===== config.mk =====
export PLATFORM = sky130hd
export DESIGN_NAME = mul_seq
export DESIGN_NICKNAME = d
export VERILOG_FILES = /design/src/rtl/mul_pkg.sv /design/src/rtl/adder.sv /design/src/rtl/mul_seq.sv
export SDC_FILE = /design/constraint.sdc
export NUM_CORES = 1
export LEC_CHECK = 0
export CELL_PAD_IN_SITES_DETAIL_PLACEMENT = 0
export CELL_PAD_IN_SITES_GLOBAL_PLACEMENT = 1
export CORE_ASPECT_RATIO = 1.5
export CORE_MARGIN = 2
export CORE_UTILIZATION = 30
export DETAILED_ROUTE_END_ITERATION = 7
export GPL_TIMING_DRIVEN = 1
export MAX_ROUTING_LAYER = met4
export PLACE_DENSITY = 0.68
export SETUP_SLACK_MARGIN = 0.02
export SKIP_LAST_GASP = 1
export SYNTH_ARGS = -nofsm -noshare
export SYNTH_HDL_FRONTEND = slang
export SYNTH_SLANG_ARGS = --single-unit

===== constraint.sdc =====
create_clock -name clk -period 4.03 [get_ports clk]
set_input_delay 0.806 -clock clk [delete_from_list [all_inputs] [get_ports clk]]
set_output_delay 0.806 -clock clk [all_outputs]
set_load 0.01 [all_outputs]

===== src/rtl/mul_pkg.sv =====
// Shared definitions for the sequential multiplier: state encoding and step counter sizing.
package mul_pkg;

    localparam int unsigned MUL_STEPS = 32;
    localparam int unsigned CNT_W     = 5;

    typedef enum logic [1:0] {
        ST_IDLE = 2'd0,
        ST_CALC = 2'd1,
        ST_FIX  = 2'd2,
        ST_DONE = 2'd3
    } state_t;

endpackage


===== src/rtl/adder.sv =====
// Shared datapath adder: plain modulo-2^WIDTH sum, no carry-out.
module adder #(
    parameter int unsigned WIDTH = 32
) (
    input  logic [WIDTH-1:0] data1,
    input  logic [WIDTH-1:0] data2,
    output logic [WIDTH-1:0] result
);

    assign result = data1 + data2;

endmodule


===== src/rtl/mul_seq.sv =====
// Multi-cycle shift-and-add multiplier for mult/multu; one shared add per cycle,
// signed operands handled by magnitude multiply plus a final 64-bit negate.
module mul_seq
    import mul_pkg::*;
#(
    parameter int unsigned WIDTH = 32
) (
    input  logic             clk,
    input  logic             rst,
    input  logic             start,
    input  logic             sgn,
    input  logic [WIDTH-1:0] a,
    input  logic [WIDTH-1:0] b,
    output logic             busy,
    output logic             done,
    output logic [WIDTH-1:0] hi,
    output logic [WIDTH-1:0] lo
);

    localparam int unsigned PROD_W = 2 * WIDTH;

    state_t            r_state;
    logic [CNT_W-1:0]  r_count;
    logic [WIDTH-1:0]  r_mcand;
    logic              r_neg;

    logic [WIDTH-1:0]  w_addend;
    logic [WIDTH-1:0]  w_sum;
    logic              w_carry;
    logic [PROD_W-1:0] w_negated;

    // Magnitude modulo 2^WIDTH: the most negative value maps onto itself as unsigned 2^(WIDTH-1).
    function automatic logic [WIDTH-1:0] f_abs(input logic [WIDTH-1:0] x, input logic is_signed);
        return (is_signed && x[WIDTH-1]) ? (~x + WIDTH'(1)) : x;
    endfunction

    assign w_addend = lo[0] ? r_mcand : '0;

    adder #(.WIDTH(WIDTH)) u_adder (
        .data1  (hi),
        .data2  (w_addend),
        .result (w_sum)
    );

    // The adder has no carry-out, so recover it from unsigned wrap-around.
    assign w_carry   = (w_sum < hi);
    assign w_negated = ~{hi, lo} + PROD_W'(1);

    always_ff @(posedge clk or posedge rst) begin
        if (rst) begin
            r_state <= ST_IDLE;
            r_count <= '0;
            r_mcand <= '0;
            r_neg   <= 1'b0;
            busy    <= 1'b0;
            done    <= 1'b0;
            hi      <= '0;
            lo      <= '0;
        end else begin
            case (r_state)
                ST_IDLE, ST_DONE: begin
                    done <= 1'b0;
                    if (start) begin
                        r_mcand <= f_abs(a, sgn);
                        hi      <= '0;
                        lo      <= f_abs(b, sgn);
                        r_count <= '0;
                        r_neg   <= sgn && (a[WIDTH-1] ^ b[WIDTH-1]);
                        busy    <= 1'b1;
                        r_state <= ST_CALC;
                    end else begin
                        busy    <= 1'b0;
                        r_state <= ST_IDLE;
                    end
                end
                ST_CALC: begin
                    {hi, lo} <= {w_carry, w_sum, lo[WIDTH-1:1]};
                    r_count  <= r_count + CNT_W'(1);
                    if (r_count == CNT_W'(MUL_STEPS - 1)) begin
                        if (r_neg) begin
                            r_state <= ST_FIX;
                        end else begin
                            busy    <= 1'b0;
                            done    <= 1'b1;
                            r_state <= ST_DONE;
                        end
                    end
                end
                ST_FIX: begin
                    {hi, lo} <= w_negated;
                    busy     <= 1'b0;
                    done     <= 1'b1;
                    r_state  <= ST_DONE;
                end
                default: r_state <= ST_IDLE;
            endcase
        end
    end

endmodule


### Word level (Yosys, flattened, before mapping)

Cells that the tools add are included.

| cells by class | value |
|---|---|
| add/subtract/negate cells | 5 |
| magnitude comparators | 1 |
| equal/unequal tests | 7 |
| multiplexer cells | 20 |
| bitwise gates (word level) | 4 |
| reduce and logical (&&, ||, !) cells | 9 |

Operators by type and width:

| operator | number |
|---|---|
| case mux 32 bit (3 select lines) | 2 |
| 2-to-1 mux 32 bit | 5 |
| adder 32 x 1 -> 32 bit, second input constant | 2 |
| adder 64 x 1 -> 64 bit, second input constant | 1 |
| inverter 32 bit | 2 |
| inverter 64 bit | 1 |
| adder 32 bit | 1 |
| < comparator 32 bit | 1 |
| case mux 5 bit (2 select lines) | 1 |
| 2-to-1 mux 1 bit | 7 |
| != test 2 bit, second input constant | 3 |
| case mux 1 bit (3 select lines) | 2 |
| case mux 2 bit (3 select lines) | 1 |
| AND reduction 2 bit | 3 |
| adder 5 x 1 -> 5 bit, second input constant | 1 |
| equality test 5 bit, second input constant | 1 |
| 2-to-1 mux 5 bit | 1 |
| equality test 2 bit, second input constant | 2 |
| logical AND 1 bit | 3 |
| equality test 2 x 1 -> 1 bit, second input constant | 1 |
| zero test 2 bit | 1 |
| 2-to-1 mux 2 bit | 1 |
| nonzero test 2 bit | 1 |
| OR reduction 2 bit | 1 |
| XOR 1 bit | 1 |

| storage, ports and cells | value |
|---|---|
| register bits | 106 |
| input bits | 68 |
| output and inout port bits | 66 |
| logic and storage cells | 54 |

### Longest topological paths before layout

Gate-level depths: netlist (run 1).

| logic depth | value |
|---|---|
| word-level depth | 5 |
| depth in mapped cells | 19 |

### By module

From an unflattened synthesis (run 1), not the netlist that was laid out.

| second synthesis, totals | value |
|---|---|
| cell total of the unflattened synthesis | 1313 |
| area, all modules | 10553.9 µm² |

By module, submodules not included:

| module | instances | cells each | area an instance (µm²) |
|---|---|---|---|
| mul_seq | 1 | 1072 | 8809.7 |
| adder | 1 | 241 | 1744.2 |

### Worst setup path after synthesis (run 1)

Ideal clock, no wire load.

| path | value |
|---|---|
| path kind | register to register |
| start | register lo[0] |
| end | register hi[31] |
| data arrival time | 3.936 ns |
| setup slack | 0.028 ns |
| cell stages (with the launch flop) | 20 |
| buffers on the path | 1 |
| cell sequence | dfrtp_1 clkbuf_1 and2_1 ha_1 fa_1 a211oi_1 nor2_1 o41a_1 a211oi_1 o21ba_2 o31a_1 xnor2_1 ha_1 a21o_1 a21o_1 a21oi_1 o21ai_0 a211o_1 a41oi_1 a221o_1 |

| between the ends | value |
|---|---|
| cells in the longest elaborated chain, start to end | 4 |

RTL lines:

| what | RTL line | text |
|---|---|---|
| start, declared | mul_seq.sv:17 | `output logic [WIDTH-1:0] lo` |
| start signal, assigned | mul_seq.sv:66 | `lo <= f_abs(b, sgn);` |
| start signal, assigned | mul_seq.sv:77 | `{hi, lo} <= {w_carry, w_sum, lo[WIDTH-1:1]};` |
| start signal, assigned | mul_seq.sv:90 | `{hi, lo} <= w_negated;` |
| 2-to-1 mux 32 bit | mul_seq.sv:37 | `assign w_addend = lo[0] ? r_mcand : '0;` |
| adder 32 bit | adder.sv:10 | `assign result = data1 + data2;` |
| < comparator 32 bit | mul_seq.sv:46 | `assign w_carry = (w_sum < hi);` |
| case mux 32 bit (3 select lines) (*) | mul_seq.sv:60 | `case (r_state)` |
| end signal, assigned | mul_seq.sv:77 |  |
| end signal, assigned | mul_seq.sv:90 |  |
| end, declared | mul_seq.sv:16 | `output logic [WIDTH-1:0] hi,` |

Mark *: on every way between the ends. The rest lies on a longest branch, timed or not.
A chain may end at the register's enable or synchronous reset.

### Worst setup path after layout (run 1)

Same ends and word-level chain as after synthesis.

==> results of run 1 <==
[cells by family after synthesis]
family          share of synthesized area [%]
simple gates                            23.61
buf+inv                                 4.542
compound gates                          25.37
fa+ha+maj                               9.345
flops                                   27.67
mux                                    0.3263
xor+xnor                                9.136
[metrics by stage]
stage               cell area, µm²  util [%]  instances
finish                       12580     39.76       1833
global route                 12580     39.76       1833
CTS                          12330     39.00       1826
detailed placement           11960     37.82       1810
global placement             11960     37.82       1810
floorplan                     9587         -       1233
[routing by layer]
layer	wire length, µm	global-route usage (%)	vias up
li1	-	-	4893
met1	14720	25.64	4812
met2	17290	35.98	230
met3	1459	2.720	38
met4	839	6.756	0
met5	0	-	-
[worst max-delay path: stages, from the launching register on]
cell                        delay, ns
sky130_fd_sc_hd__dfrtp_2         0.49
sky130_fd_sc_hd__buf_12          0.16
sky130_fd_sc_hd__and2_1          0.15
sky130_fd_sc_hd__ha_1            0.30
sky130_fd_sc_hd__buf_4           0.14
sky130_fd_sc_hd__nand2_1         0.11
sky130_fd_sc_hd__o21ai_0         0.25
sky130_fd_sc_hd__o21ai_2         0.15
sky130_fd_sc_hd__buf_4           0.17
sky130_fd_sc_hd__o21a_1          0.21
sky130_fd_sc_hd__o21bai_1        0.18
sky130_fd_sc_hd__xor2_1          0.29
sky130_fd_sc_hd__ha_1            0.31
sky130_fd_sc_hd__a21o_1          0.18
sky130_fd_sc_hd__a211oi_2        0.30
sky130_fd_sc_hd__o2111ai_2       0.20
sky130_fd_sc_hd__a41oi_2         0.20
sky130_fd_sc_hd__a221o_1         0.16
[worst min-delay path by stage]
stage                 from     endpoint  slack, ns  depth (start not counted)
3_5_place_dp   r_mcand[11]  r_mcand[11]       0.47                          2
2_1_floorplan   r_mcand[0]   r_mcand[0]       0.44                          2
6_report       r_mcand[26]  r_mcand[26]       0.48                          2
3_3_place_gp   r_mcand[22]  r_mcand[22]       0.46                          2
4_1_cts         r_mcand[3]   r_mcand[3]       0.49                          2
5_1_grt        r_mcand[15]  r_mcand[15]       0.50                          2
[sequential cells by signal, indices dropped and copies added (netlist names)]
signal	cells
hi	32
busy	1
r_mcand	32
r_state	2
r_count	5
r_neg	1
done	1
lo	32
[power groups by stage]
stage | clock, mW | combinational [mW] | sequential [mW]
6_report | 1.07 | 5.99 | 2.13
4_1_cts | 1.10 | 5.83 | 2.12
5_1_grt | 1.13 | 6.66 | 2.21
3_5_place_dp | 0 | 5.80 | 2.12
2_1_floorplan | 0 | 3.44 | 2.12
3_3_place_gp | 0 | 5.74 | 2.14
[placed cells by master, fill, tap and decap left out, types with 4 or more instances in the layout]
cell type,Yosys,layout
sky130_fd_sc_hd__a221oi_1,10,10
sky130_fd_sc_hd__o41ai_1,12,10
sky130_fd_sc_hd__nor2b_1,10,7
sky130_fd_sc_hd__o22ai_1,4,4
sky130_fd_sc_hd__and2_1,34,32
sky130_fd_sc_hd__nor2_1,117,115
sky130_fd_sc_hd__nor3_1,50,48
sky130_fd_sc_hd__or4_1,8,8
sky130_fd_sc_hd__o311ai_0,5,5
sky130_fd_sc_hd__a21oi_2,0,5
sky130_fd_sc_hd__xnor2_1,57,54
sky130_fd_sc_hd__a211o_1,4,4
sky130_fd_sc_hd__o21a_1,7,7
sky130_fd_sc_hd__nand2_1,129,128
sky130_fd_sc_hd__a21o_1,18,18
sky130_fd_sc_hd__o21bai_1,4,4
sky130_fd_sc_hd__ha_1,70,66
sky130_fd_sc_hd__inv_1,55,54
sky130_fd_sc_hd__o31ai_1,13,13
sky130_fd_sc_hd__o211ai_1,9,9
sky130_fd_sc_hd__and3_1,8,8
sky130_fd_sc_hd__buf_4,0,95
sky130_fd_sc_hd__a221o_1,16,16
sky130_fd_sc_hd__nor4_1,17,17
sky130_fd_sc_hd__o21ai_1,0,4
sky130_fd_sc_hd__clkbuf_16,0,11
sky130_fd_sc_hd__a211oi_1,9,6
sky130_fd_sc_hd__a222oi_1,9,9
sky130_fd_sc_hd__xor2_1,43,43
sky130_fd_sc_hd__a31oi_1,14,14
sky130_fd_sc_hd__nand3_1,25,25
sky130_fd_sc_hd__dfrtp_1,106,105
sky130_fd_sc_hd__o21ai_0,130,123
sky130_fd_sc_hd__clkdlybuf4s50_1,0,133
sky130_fd_sc_hd__a21oi_1,91,85
sky130_fd_sc_hd__nand4_1,20,20
sky130_fd_sc_hd__or3_1,15,15
[what timing repair did]
action | in CTS | in global routing
pin swaps | 1 | 24
endpoints found under the setup margin | 1 | 1
setup buffers | 0 | 5
gates resized for setup | 7 | 37
gates cloned | 0 | 2
[cell type report]
| type | instances | area (µm²) |
|---|---|---|
| clock inverter | 6 | 113.9 |
| tap | 410 | 513.0 |
| sequential | 106 | 2654 |
| timing repair buffer | 233 | 2155 |
| multi-input combinational | 1013 | 6703 |
| clock buffer | 10 | 229.0 |
| inverter | 55 | 209.0 |
| fill | 3342 | 19050 |
==> flow_summary.html, run 1 <==
<table>
<tr><th>Metric</th><th>Value</th></tr>
<tr><th colspan="2">Timing</th></tr>
<tr><td>Setup repair after global routing missed its margin</td><td>yes</td></tr>
<tr><td>Post-route clock period utilization</td><td>99.86%</td></tr>
<tr><td>Max_slew headroom</td><td>45.48%</td></tr>
<tr><td>Worst Max-Slew Pin Slew</td><td>0.8160 ns</td></tr>
<tr><td>Setup violation total in the final timing report</td><td>0</td></tr>
<tr><td>Worst hold margin</td><td>0.4836 ns</td></tr>
<tr><td>Min setup slack post-route</td><td>0.005642 ns</td></tr>
<tr><td>Final critical delay including setup and external delays</td><td>4.024 ns</td></tr>
<tr><td>Number of failing hold endpoints at the final stage</td><td>0</td></tr>
<tr><td>Max-slew violation total from the final report</td><td>0</td></tr>
<tr><td>Setup skew after layout</td><td>0.01308 ns</td></tr>
<tr><td>Setup tns final</td><td>0 ns</td></tr>
<tr><td>Fmax</td><td>248.5 MHz</td></tr>
<tr><th colspan="2">Clock tree</th></tr>
<tr><td>Library cell used as clock root buffer</td><td>sky130_fd_sc_hd__clkbuf_16</td></tr>
<tr><td>TritonCTS clock tree</td><td>built</td></tr>
<tr><td>Buffers from clock root to sink, at most</td><td>2</td></tr>
<tr><td>Clk pin slew, worst setup/hold paths</td><td>0.08 ns</td></tr>
<tr><td>Clk_lat worst skew</td><td>0.38 ns</td></tr>
<tr><td>H-tree depth reported by CTS</td><td>3</td></tr>
<tr><td>Hold-fix buffers at CTS</td><td>0</td></tr>
<tr><td>TritonCTS buffer count</td><td>9</td></tr>
<tr><td>TritonCTS Sinks</td><td>106</td></tr>
<tr><th colspan="2">Synth</th></tr>
<tr><td>Seq/Total Area, Yosys</td><td>27.67%</td></tr>
<tr><td>Post-synth top flop</td><td>sky130_fd_sc_hd__dfrtp_1</td></tr>
<tr><td>Biggest area consumer among synthesized cells</td><td>sky130_fd_sc_hd__dfrtp_1</td></tr>
<tr><td>Synthesis warning total</td><td>0</td></tr>
<tr><td>Async set-or-reset flop fraction in the synthesized netlist</td><td>100.0%</td></tr>
<tr><td>Register bit count reported by yosys</td><td>106</td></tr>
<tr><td>Syn Std Cell Area</td><td>9587 µm²</td></tr>
<tr><td>Number of synthesized flops with an enable pin</td><td>0</td></tr>
<tr><td>Most instantiated cells after synthesis</td><td>130 x sky130_fd_sc_hd__o21ai_0, 129 x sky130_fd_sc_hd__nand2_1, 117 x sky130_fd_sc_hd__nor2_1</td></tr>
<tr><td>Dominant cell by count in the synthesized netlist</td><td>sky130_fd_sc_hd__o21ai_0</td></tr>
<tr><td>Area fraction of the dominant cell type after synthesis</td><td>27.67%</td></tr>
<tr><td>Synth Area per Inst</td><td>7.775 µm²</td></tr>
<tr><td>Count of mapped cells out of synthesis</td><td>1233</td></tr>
<tr><td>Total nets after synthesis</td><td>1372</td></tr>
<tr><td>Leading post-synthesis cells by cell area</td><td>sky130_fd_sc_hd__dfrtp_1 28%, sky130_fd_sc_hd__ha_1 9.1%, sky130_fd_sc_hd__o21ai_0 6.8%</td></tr>
<tr><td>Number of different library cells in the post-synthesis netlist</td><td>66</td></tr>
<tr><th colspan="2">Critical path</th></tr>
<tr><td>CP max FO</td><td>6</td></tr>
<tr><td>Beginning of the critical path</td><td>lo[0]</td></tr>
<tr><td>CP arrival</td><td>4.34 ns</td></tr>
<tr><td>Element type at the critical path start</td><td>register</td></tr>
<tr><td>Worst EP required</td><td>4.35 ns</td></tr>
<tr><td>Startpoint of the worst-slack reg-to-reg timing path</td><td>lo[0]</td></tr>
<tr><td>FF-to-FF setup slack</td><td>0.006 ns</td></tr>
<tr><td>Classification of the worst setup path</td><td>reg -&gt; reg</td></tr>
<tr><td>Worst reg2reg path endpoint</td><td>hi[31]</td></tr>
<tr><td>Depth of the worst register-to-register path</td><td>17</td></tr>
<tr><td>Critical Path End</td><td>hi[31]</td></tr>
<tr><td>Category of the worst setup path capture point</td><td>register</td></tr>
<tr><th colspan="2">Route</th></tr>
<tr><td>Detailed Route Iter0 Violations</td><td>541</td></tr>
<tr><td>Detailed-route DRC error count</td><td>0</td></tr>
<tr><td>Via/cell ratio</td><td>5.441</td></tr>
<tr><td>Avg WL per Cell</td><td>18.71 µm</td></tr>
<tr><td>Total via count after detailed routing</td><td>9973</td></tr>
<tr><td>Number of detailed-route iterations in the first pass</td><td>5</td></tr>
<tr><td>Antenna Nets Post-Route</td><td>0</td></tr>
<tr><td>Detailed Route WL</td><td>34.30 mm</td></tr>
<tr><th colspan="2">Die</th></tr>
<tr><td>Die height</td><td>222.9 µm</td></tr>
<tr><td>Die Width</td><td>150.0 µm</td></tr>
<tr><td>Number of top-level pins</td><td>134</td></tr>
<tr><td>Floorplan row count</td><td>80</td></tr>
<tr><td>Initial core utilization</td><td>30.31%</td></tr>
<tr><td>Die footprint</td><td>33430 µm²</td></tr>
<tr><td>Core ar.</td><td>31630 µm²</td></tr>
<tr><th colspan="2">Power and ir drop</th></tr>
<tr><td>Switching power summed over all nets</td><td>4.340 mW</td></tr>
<tr><td>P_leak</td><td>5.177 nW</td></tr>
<tr><td>Worst vdd ir</td><td>0.2865 mV</td></tr>
<tr><td>Power per cell area</td><td>731.1 nW/µm²</td></tr>
<tr><td>Internal power</td><td>4.855 mW</td></tr>
<tr><td>Switching Share</td><td>47.20%</td></tr>
<tr><td>Total power after layout</td><td>9.195 mW</td></tr>
<tr><td>Reg power frac</td><td>23.1%</td></tr>
<tr><td>Clock network fraction of design power</td><td>11.7%</td></tr>
<tr><td>Combinational cell fraction of total power</td><td>65.2%</td></tr>
<tr><th colspan="2">Global route</th></tr>
<tr><td>First-pass GRT wire length</td><td>53.85 mm</td></tr>
<tr><td>GRT overflow</td><td>0</td></tr>
<tr><td>Number of global-route vias before repair</td><td>9843</td></tr>
<tr><td>Combined global-route utilization of all metal layers</td><td>21.08%</td></tr>
<tr><td>Pin count of the biggest net entering global routing</td><td>107</td></tr>
<tr><td>Antenna violations before repair</td><td>0</td></tr>
<tr><th colspan="2">Placed design</th></tr>
<tr><td>Port Buffers</td><td>133</td></tr>
<tr><td>Post-placement setup slack</td><td>-0.09904 ns</td></tr>
<tr><td>Detail Placement HPWL</td><td>25.77 mm</td></tr>
<tr><td>Final weighted congestion of routability-driven global placement</td><td>0.9102</td></tr>
<tr><th colspan="2">Final layout</th></tr>
<tr><td>Layout area overhead</td><td>31.18%</td></tr>
<tr><td>Ratio of cells with drive above 1 in the final layout</td><td>12.02%</td></tr>
<tr><td># nets final</td><td>1557</td></tr>
<tr><td>Antenna Diode Count</td><td>0</td></tr>
<tr><th colspan="2">Run</th></tr>
<tr><td># Max-Cap Violations</td><td>0</td></tr>
<tr><th colspan="2">Outcome</th></tr>
<tr><td>Run status</td><td>finished clean</td></tr>
<tr><th colspan="2">Min path</th></tr>
<tr><td>Class of the most critical hold timing path</td><td>reg -&gt; reg</td></tr>
</table>
No activity file was read; power rests on OpenSTA's default activity.
==> inputs of run 2 (changes only) <==
--- a/config.mk
+++ b/config.mk
@@ -13,7 +13,7 @@
 export DETAILED_ROUTE_END_ITERATION = 7
 export GPL_TIMING_DRIVEN = 1
 export MAX_ROUTING_LAYER = met4
-export PLACE_DENSITY = 0.68
+export PLACE_DENSITY = 0.71
 export SETUP_SLACK_MARGIN = 0.02
 export SKIP_LAST_GASP = 1
 export SYNTH_ARGS = -nofsm -noshare
==> flow_summary.html, run 2 (same netlist as run 1, synthesis figures left out) <==
<table>
<tr><th>Metric</th><th>Value</th></tr>
<tr><th colspan="2">Final layout</th></tr>
<tr><td># nets final</td><td>1568</td></tr>
<tr><td>Antenna Diode Count</td><td>0</td></tr>
<tr><td>Top library cells by usage in the layout, fill and taps aside</td><td>133 x sky130_fd_sc_hd__clkdlybuf4s50_1, 127 x sky130_fd_sc_hd__nand2_1, 118 x sky130_fd_sc_hd__o21ai_0</td></tr>
<tr><td>Non-filler cells in the finished layout</td><td>1843</td></tr>
<tr><td>Most common library cell in the layout ignoring fill and taps</td><td>sky130_fd_sc_hd__clkdlybuf4s50_1</td></tr>
<tr><td>Area occupied by multi-input gates</td><td>6753 µm²</td></tr>
<tr><td>Ratio of cells with drive above 1 in the final layout</td><td>12.84%</td></tr>
<tr><td>Layout area overhead</td><td>31.74%</td></tr>
<tr><td>Number of inserted filler cells in the final layout</td><td>3359</td></tr>
<tr><td>Storage element area</td><td>2653 µm²</td></tr>
<tr><td>Top flop regs</td><td>hi (32), lo (32), r_mcand (32)</td></tr>
<tr><th colspan="2">Route</th></tr>
<tr><td>Antenna Nets Post-Route</td><td>0</td></tr>
<tr><td>Detailed-route DRC error count</td><td>0</td></tr>
<tr><td>Detailed Route Iter0 Violations</td><td>671</td></tr>
<tr><td>Avg WL per Cell</td><td>18.36 µm</td></tr>
<tr><td>Detailed Route WL</td><td>33.83 mm</td></tr>
<tr><td>Via/cell ratio</td><td>5.417</td></tr>
<tr><td>Number of detailed-route iterations in the first pass</td><td>7</td></tr>
<tr><td>Total via count after detailed routing</td><td>9983</td></tr>
<tr><th colspan="2">Die</th></tr>
<tr><td>Die height</td><td>222.9 µm</td></tr>
<tr><td>Die footprint</td><td>33430 µm²</td></tr>
<tr><td>Die Width</td><td>150.0 µm</td></tr>
<tr><td>Number of top-level pins</td><td>134</td></tr>
<tr><td>Floorplan row count</td><td>80</td></tr>
<tr><td>Core ar.</td><td>31630 µm²</td></tr>
<tr><td>Initial core utilization</td><td>30.31%</td></tr>
<tr><th colspan="2">Timing</th></tr>
<tr><td>Final critical delay including setup and external delays</td><td>3.855 ns</td></tr>
<tr><td>Max_slew headroom</td><td>42.60%</td></tr>
<tr><td>Min setup slack post-route</td><td>0.1755 ns</td></tr>
<tr><td>Setup repair after global routing missed its margin</td><td>yes</td></tr>
<tr><td>Setup tns final</td><td>0 ns</td></tr>
<tr><td>Max-slew violation total from the final report</td><td>0</td></tr>
<tr><td>Number of failing hold endpoints at the final stage</td><td>0</td></tr>
<tr><td>Worst Max-Slew Pin Slew</td><td>0.8571 ns</td></tr>
<tr><td>Setup violation total in the final timing report</td><td>0</td></tr>
<tr><td>Post-route clock period utilization</td><td>95.65%</td></tr>
<tr><td>Setup skew after layout</td><td>0.01150 ns</td></tr>
<tr><td>Fmax</td><td>259.4 MHz</td></tr>
<tr><th colspan="2">Critical path</th></tr>
<tr><td>Worst EP required</td><td>4.29 ns</td></tr>
<tr><td>CP max FO</td><td>21</td></tr>
<tr><td>CP arrival</td><td>4.12 ns</td></tr>
<tr><td>Classification of the worst setup path</td><td>reg -&gt; reg</td></tr>
<tr><td>Category of the worst setup path capture point</td><td>register</td></tr>
<tr><td>Element type at the critical path start</td><td>register</td></tr>
<tr><td>FF-to-FF setup slack</td><td>0.18 ns</td></tr>
<tr><th colspan="2">Placed design</th></tr>
<tr><td>Number of placed instances with taps included</td><td>1823</td></tr>
<tr><td>Post-placement setup slack</td><td>-0.1225 ns</td></tr>
<tr><td>Port Buffers</td><td>133</td></tr>
<tr><td>Detail Placement HPWL</td><td>25.63 mm</td></tr>
<tr><td>Final weighted congestion of routability-driven global placement</td><td>0.9025</td></tr>
<tr><th colspan="2">Global route</th></tr>
<tr><td>GRT overflow</td><td>0</td></tr>
<tr><td>Number of global-route vias before repair</td><td>9840</td></tr>
<tr><td>Pin count of the biggest net entering global routing</td><td>107</td></tr>
<tr><td>Antenna violations before repair</td><td>0</td></tr>
<tr><td>Combined global-route utilization of all metal layers</td><td>20.65%</td></tr>
<tr><td>First-pass GRT wire length</td><td>53.16 mm</td></tr>
<tr><th colspan="2">Min path</th></tr>
<tr><td>Class of the most critical hold timing path</td><td>reg -&gt; reg</td></tr>
<tr><th colspan="2">Power and ir drop</th></tr>
<tr><td>Internal power</td><td>4.811 mW</td></tr>
<tr><td>Worst vdd ir</td><td>0.3250 mV</td></tr>
<tr><td>Combinational cell fraction of total power</td><td>66.5%</td></tr>
<tr><td>Switching Share</td><td>47.25%</td></tr>
<tr><td>Clock network fraction of design power</td><td>10.2%</td></tr>
<tr><td>Switching power summed over all nets</td><td>4.311 mW</td></tr>
<tr><td>Power per cell area</td><td>722.3 nW/µm²</td></tr>
<tr><td>P_leak</td><td>5.173 nW</td></tr>
<tr><td>Reg power frac</td><td>23.3%</td></tr>
<tr><th colspan="2">Outcome</th></tr>
<tr><td>Run status</td><td>finished clean</td></tr>
<tr><th colspan="2">Clock tree</th></tr>
<tr><td>TritonCTS buffer count</td><td>9</td></tr>
<tr><td>Hold-fix buffers at CTS</td><td>0</td></tr>
<tr><td>Library cell used as clock root buffer</td><td>sky130_fd_sc_hd__clkbuf_16</td></tr>
<tr><td>TritonCTS clock tree</td><td>built</td></tr>
<tr><td>H-tree depth reported by CTS</td><td>3</td></tr>
<tr><td>Buffers from clock root to sink, at most</td><td>2</td></tr>
<tr><td>TritonCTS Sinks</td><td>106</td></tr>
<tr><td>Clk pin slew, worst setup/hold paths</td><td>0.08 ns</td></tr>
<tr><td>Clk_lat worst skew</td><td>0.37 ns</td></tr>
<tr><th colspan="2">Run</th></tr>
<tr><td># Max-Cap Violations</td><td>0</td></tr>
</table>
## run 2: changes by cell type in the layout (fill, tap and decap cells not counted), moves of 3 or more
cell / change
sky130_fd_sc_hd__ha_1: -5
sky130_fd_sc_hd__buf_4: +12
sky130_fd_sc_hd__o21ai_0: -5
sky130_fd_sc_hd__ha_4: +5
sky130_fd_sc_hd__a21oi_2: +3
sky130_fd_sc_hd__a21oi_1: -3
sky130_fd_sc_hd__o21ai_1: +6
## run 2: layout make-up
cell class	count	share of cell area, %
repair buffers	244	17.54
clock inverters	2	0.2972
inverters	55	1.654
flip-flops and latches	106	21.00
clock buffers	13	1.981
well taps	410	4.062
multi-input cells	1013	53.47
## run 2: critical path, stage by stage (launching register included)
cell                       delay, ns
sky130_fd_sc_hd__dfrtp_1        0.41
sky130_fd_sc_hd__buf_12         0.16
sky130_fd_sc_hd__and2_1         0.19
sky130_fd_sc_hd__ha_4           0.29
sky130_fd_sc_hd__buf_4          0.12
sky130_fd_sc_hd__nand4_1        0.18
sky130_fd_sc_hd__nor3_1         0.22
sky130_fd_sc_hd__a211oi_1       0.07
sky130_fd_sc_hd__buf_4          0.16
sky130_fd_sc_hd__o21ai_2        0.21
sky130_fd_sc_hd__nand3_1        0.10
sky130_fd_sc_hd__o21ai_0        0.21
sky130_fd_sc_hd__xor2_1         0.29
sky130_fd_sc_hd__ha_1           0.20
sky130_fd_sc_hd__nand4_1        0.13
sky130_fd_sc_hd__nor3_1         0.32
sky130_fd_sc_hd__a41oi_2        0.15
sky130_fd_sc_hd__a221o_1        0.32
## run 2: repair_timing
| action | in CTS | in global routing |
|---|---|---|
| resized for setup | 8 | 46 |
| pin swaps | 2 | 22 |
| setup buffers | 0 | 5 |
| endpoints found under the setup margin | 1 | 1 |
## run 2: path summary, 6_finish.rpt
| check | from | endpoint | depth (start not counted) |
|---|---|---|---|
| worst max-delay path | lo[0] | hi[31] | 17 |
| worst min-delay path | r_mcand[9] | r_mcand[9] | 2 |
| worst max register to register | lo[0] | hi[31] | 17 |
| worst min register to register | r_mcand[9] | r_mcand[9] | 2 |
| max in group asynchronous | rst | hi[4] | 3 |
| min in group asynchronous | rst | hi[28] | 3 |
## run 2: routing by layer
metal	vias up	track usage (%)	routed length (µm)
met1	4804	25.44	14640
met2	231	35.31	17060
met4	0	6.421	813
met3	40	2.188	1322
li1	4908	-	-
met5	-	-	0
## run 2: per-stage QoR
stage	power, mW	hold slack, ns	util (%)	area, µm²
2_1_floorplan	5.556	0.4418	-	9587
3_3_place_gp	7.925	0.4597	38.17	12070
3_5_place_dp	7.975	0.4660	38.17	12070
4_1_cts	8.980	0.4891	39.17	12390
5_1_grt	9.894	0.5098	39.93	12630
6_report	9.122	0.4833	39.93	12630
## run 2: power groups by stage
stage	combinational, mW	clock (mW)	sequential (mW)
floorplan	3.44	0	2.12
global placement	5.80	0	2.13
detailed placement	5.86	0	2.11
CTS	5.91	0.962	2.11
global route	6.70	0.994	2.20
finish	6.07	0.934	2.12
==> inputs of run 3 (changes only) <==
--- a/config.mk
+++ b/config.mk
@@ -8,7 +8,7 @@
 export CELL_PAD_IN_SITES_DETAIL_PLACEMENT = 0
 export CELL_PAD_IN_SITES_GLOBAL_PLACEMENT = 1
 export CORE_ASPECT_RATIO = 1.5
-export CORE_MARGIN = 2
+export CORE_MARGIN = 1
 export CORE_UTILIZATION = 30
 export DETAILED_ROUTE_END_ITERATION = 7
 export GPL_TIMING_DRIVEN = 1
==> flow_summary.html, run 3 (same netlist as run 1, synthesis figures left out) <==
<table>
<tr><th>Metric</th><th>Value</th></tr>
<tr><th colspan="2">Global route</th></tr>
<tr><td>First-pass GRT wire length</td><td>54.17 mm</td></tr>
<tr><td>Antenna violations before repair</td><td>0</td></tr>
<tr><td>Number of global-route vias before repair</td><td>9985</td></tr>
<tr><td>Combined global-route utilization of all metal layers</td><td>21.52%</td></tr>
<tr><td>Pin count of the biggest net entering global routing</td><td>67</td></tr>
<tr><td>GRT overflow</td><td>0</td></tr>
<tr><th colspan="2">Clock tree</th></tr>
<tr><td>TritonCTS buffer count</td><td>9</td></tr>
<tr><td>TritonCTS clock tree</td><td>built</td></tr>
<tr><td>Hold-fix buffers at CTS</td><td>0</td></tr>
<tr><td>Library cell used as clock root buffer</td><td>sky130_fd_sc_hd__clkbuf_16</td></tr>
<tr><td>Clk_lat worst skew</td><td>0.37 ns</td></tr>
<tr><td>Clk pin slew, worst setup/hold paths</td><td>0.08 ns</td></tr>
<tr><td>TritonCTS Sinks</td><td>106</td></tr>
<tr><td>H-tree depth reported by CTS</td><td>3</td></tr>
<tr><td>Buffers from clock root to sink, at most</td><td>2</td></tr>
<tr><th colspan="2">Power and ir drop</th></tr>
<tr><td>Switching Share</td><td>47.57%</td></tr>
<tr><td>Switching power summed over all nets</td><td>4.384 mW</td></tr>
<tr><td>Clock network fraction of design power</td><td>10.4%</td></tr>
<tr><td>Worst vdd ir</td><td>0.2846 mV</td></tr>
<tr><td>P_leak</td><td>5.166 nW</td></tr>
<tr><td>Internal power</td><td>4.832 mW</td></tr>
<tr><td>Combinational cell fraction of total power</td><td>66.2%</td></tr>
<tr><td>Power per cell area</td><td>723.7 nW/µm²</td></tr>
<tr><td>Reg power frac</td><td>23.5%</td></tr>
<tr><td>Total power after layout</td><td>9.215 mW</td></tr>
<tr><th colspan="2">Final layout</th></tr>
<tr><td># nets final</td><td>1567</td></tr>
<tr><td>Layout area overhead</td><td>32.82%</td></tr>
<tr><td>Ratio of cells with drive above 1 in the final layout</td><td>14.03%</td></tr>
<tr><td>Top flop regs</td><td>hi (32), lo (32), r_mcand (32)</td></tr>
<tr><td>Final core utilization</td><td>40.77%</td></tr>
<tr><td>Most common library cell in the layout ignoring fill and taps</td><td>sky130_fd_sc_hd__clkdlybuf4s50_1</td></tr>
<tr><td>Top library cells by usage in the layout, fill and taps aside</td><td>133 x sky130_fd_sc_hd__clkdlybuf4s50_1, 126 x sky130_fd_sc_hd__nand2_1, 116 x sky130_fd_sc_hd__o21ai_0</td></tr>
<tr><td>Antenna Diode Count</td><td>0</td></tr>
<tr><th colspan="2">Min path</th></tr>
<tr><td>Hold Path Stages</td><td>2</td></tr>
<tr><td>Start point of the worst hold path</td><td>r_mcand[5]</td></tr>
<tr><td>Worst min-delay path endpoint</td><td>r_mcand[5]</td></tr>
<tr><td>Class of the most critical hold timing path</td><td>reg -&gt; reg</td></tr>
<tr><th colspan="2">Placed design</th></tr>
<tr><td>Post-placement setup slack</td><td>-0.1810 ns</td></tr>
<tr><td>Port Buffers</td><td>133</td></tr>
<tr><td>Final weighted congestion of routability-driven global placement</td><td>0.8898</td></tr>
<tr><td>Detail Placement HPWL</td><td>25.77 mm</td></tr>
<tr><th colspan="2">Outcome</th></tr>
<tr><td>Run status</td><td>finished clean</td></tr>
<tr><th colspan="2">Timing</th></tr>
<tr><td>Worst hold margin</td><td>0.4803 ns</td></tr>
<tr><td>Setup tns final</td><td>0 ns</td></tr>
<tr><td>Final critical delay including setup and external delays</td><td>3.943 ns</td></tr>
<tr><td>Min setup slack post-route</td><td>0.08747 ns</td></tr>
<tr><td>Setup repair after global routing missed its margin</td><td>yes</td></tr>
<tr><td>Post-route clock period utilization</td><td>97.83%</td></tr>
<tr><td>Max_slew headroom</td><td>40.66%</td></tr>
<tr><td>Max-slew violation total from the final report</td><td>0</td></tr>
<tr><td>Setup violation total in the final timing report</td><td>0</td></tr>
<tr><td>Setup skew after layout</td><td>0.01203 ns</td></tr>
<tr><td>Worst Max-Slew Pin Slew</td><td>0.8902 ns</td></tr>
<tr><td>Fmax</td><td>253.6 MHz</td></tr>
<tr><td>Number of failing hold endpoints at the final stage</td><td>0</td></tr>
<tr><th colspan="2">Critical path</th></tr>
<tr><td>Startpoint of the worst-slack reg-to-reg timing path</td><td>lo[0]</td></tr>
<tr><td>CP arrival</td><td>4.26 ns</td></tr>
<tr><td>Category of the worst setup path capture point</td><td>register</td></tr>
<tr><td>Depth of the worst register-to-register path</td><td>18</td></tr>
<tr><td>Classification of the worst setup path</td><td>reg -&gt; reg</td></tr>
<tr><td>Element type at the critical path start</td><td>register</td></tr>
<tr><td>FF-to-FF setup slack</td><td>0.09 ns</td></tr>
<tr><td>Worst EP required</td><td>4.34 ns</td></tr>
<tr><td>Worst reg2reg path endpoint</td><td>hi[31]</td></tr>
<tr><td>CP max FO</td><td>5</td></tr>
<tr><th colspan="2">Route</th></tr>
<tr><td>Via/cell ratio</td><td>5.420</td></tr>
<tr><td>Detailed-route DRC error count</td><td>0</td></tr>
<tr><td>Detailed Route WL</td><td>34.02 mm</td></tr>
<tr><td>Avg WL per Cell</td><td>18.51 µm</td></tr>
<tr><td>Total via count after detailed routing</td><td>9962</td></tr>
<tr><td>Detailed Route Iter0 Violations</td><td>523</td></tr>
<tr><td>Number of detailed-route iterations in the first pass</td><td>6</td></tr>
<tr><td>Antenna Nets Post-Route</td><td>0</td></tr>
<tr><th colspan="2">Die</th></tr>
<tr><td>Die height</td><td>220.9 µm</td></tr>
<tr><td>Die footprint</td><td>32690 µm²</td></tr>
<tr><td>Floorplan row count</td><td>79</td></tr>
<tr><td>Initial core utilization</td><td>30.69%</td></tr>
<tr><td>Core ar.</td><td>31240 µm²</td></tr>
<tr><td>Number of top-level pins</td><td>134</td></tr>
<tr><td>Die Width</td><td>148.0 µm</td></tr>
<tr><th colspan="2">Run</th></tr>
<tr><td># Max-Cap Violations</td><td>0</td></tr>
</table>
==> run 3: cell types whose count changed in the layout (fill, tap and decap cells not counted), moves of 3 or more <==
cell	change
sky130_fd_sc_hd__buf_4	-3
sky130_fd_sc_hd__clkbuf_1	-3
sky130_fd_sc_hd__ha_1	-7
sky130_fd_sc_hd__ha_4	+5
==> run 3: worst max-delay path: stages (launching register included) <==
cell and delay, ns:
sky130_fd_sc_hd__dfrtp_2 0.46, sky130_fd_sc_hd__and2_4 0.17, sky130_fd_sc_hd__ha_4 0.16, sky130_fd_sc_hd__fa_2 0.37
sky130_fd_sc_hd__a211oi_2 0.22, sky130_fd_sc_hd__nor2_2 0.07, sky130_fd_sc_hd__o41a_1 0.45, sky130_fd_sc_hd__a211oi_2 0.26
sky130_fd_sc_hd__o21ba_2 0.19, sky130_fd_sc_hd__o31a_1 0.16, sky130_fd_sc_hd__xnor2_2 0.09, sky130_fd_sc_hd__ha_2 0.18
sky130_fd_sc_hd__a21o_1 0.15, sky130_fd_sc_hd__a21o_1 0.16, sky130_fd_sc_hd__a21oi_2 0.13, sky130_fd_sc_hd__o21ai_1 0.09
sky130_fd_sc_hd__a211o_1 0.26, sky130_fd_sc_hd__a41oi_2 0.16, sky130_fd_sc_hd__a221o_1 0.16
==> run 3: worst max path at each step <==
| stage | from | endpoint | slack [ns] | cells past startpoint |
|---|---|---|---|---|
| final | lo[0] | hi[31] | 0.09 | 18 |
| after CTS | lo[0] | hi[31] | 0.03 | 18 |
| after global routing | lo[0] | hi[31] | -0.06 | 18 |
| after detailed placement | lo[0] | hi[31] | -0.18 | 18 |
| after floorplan | lo[0] | hi[31] | 0.03 | 19 |
| after global placement | lo[0] | hi[31] | -0.18 | 18 |
==> run 3: power by group through the flow <==
stage          registers [mW]  logic, mW  clock network [mW]
2_1_floorplan            2.12       3.44                   0
3_3_place_gp             2.16       5.71                   0
3_5_place_dp             2.14       5.79                   0
4_1_cts                  2.14       5.88               0.975
5_1_grt                  2.24       6.77                1.01
6_report                 2.17       6.10               0.954
==> run 3: per-layer routing <==
metal	vias up	global-route usage, %	part of all wire (%)
li1	4895	-	-
met1	4743	26.19	43
met2	277	36.73	50
met3	47	2.351	4.5
met4	0	6.984	2.6
met5	-	-	0
==> run 3: area by class of cell <==
cell class,instances,area [µm²]
well taps,405,506.7
repair buffers,243,2211
clock inverters,6,66.31
fillers,3238,18500
clock buffers,10,239.0
inverters,55,209.0
multi-input cells,1013,6848
flip-flops and latches,106,2654
==> run 3: timing repair <==
action / 4_1_cts / 5_1_grt
endpoints found under the hold margin: 0 / 0
setup endpoints to repair: 1 / 1
gates cloned: 0 / 1
gates resized for setup: 20 / 54
pin swaps: 2 / 28
buffers inserted: 1 / 9
==> run 3: metrics by stage <==
stage                     area (µm²)  std cells
after floorplan                 9587       1233
after global placement         12010       1811
after detailed placement       12010       1811
after CTS                      12400       1828
after global routing           12730       1838
final                          12730       1838
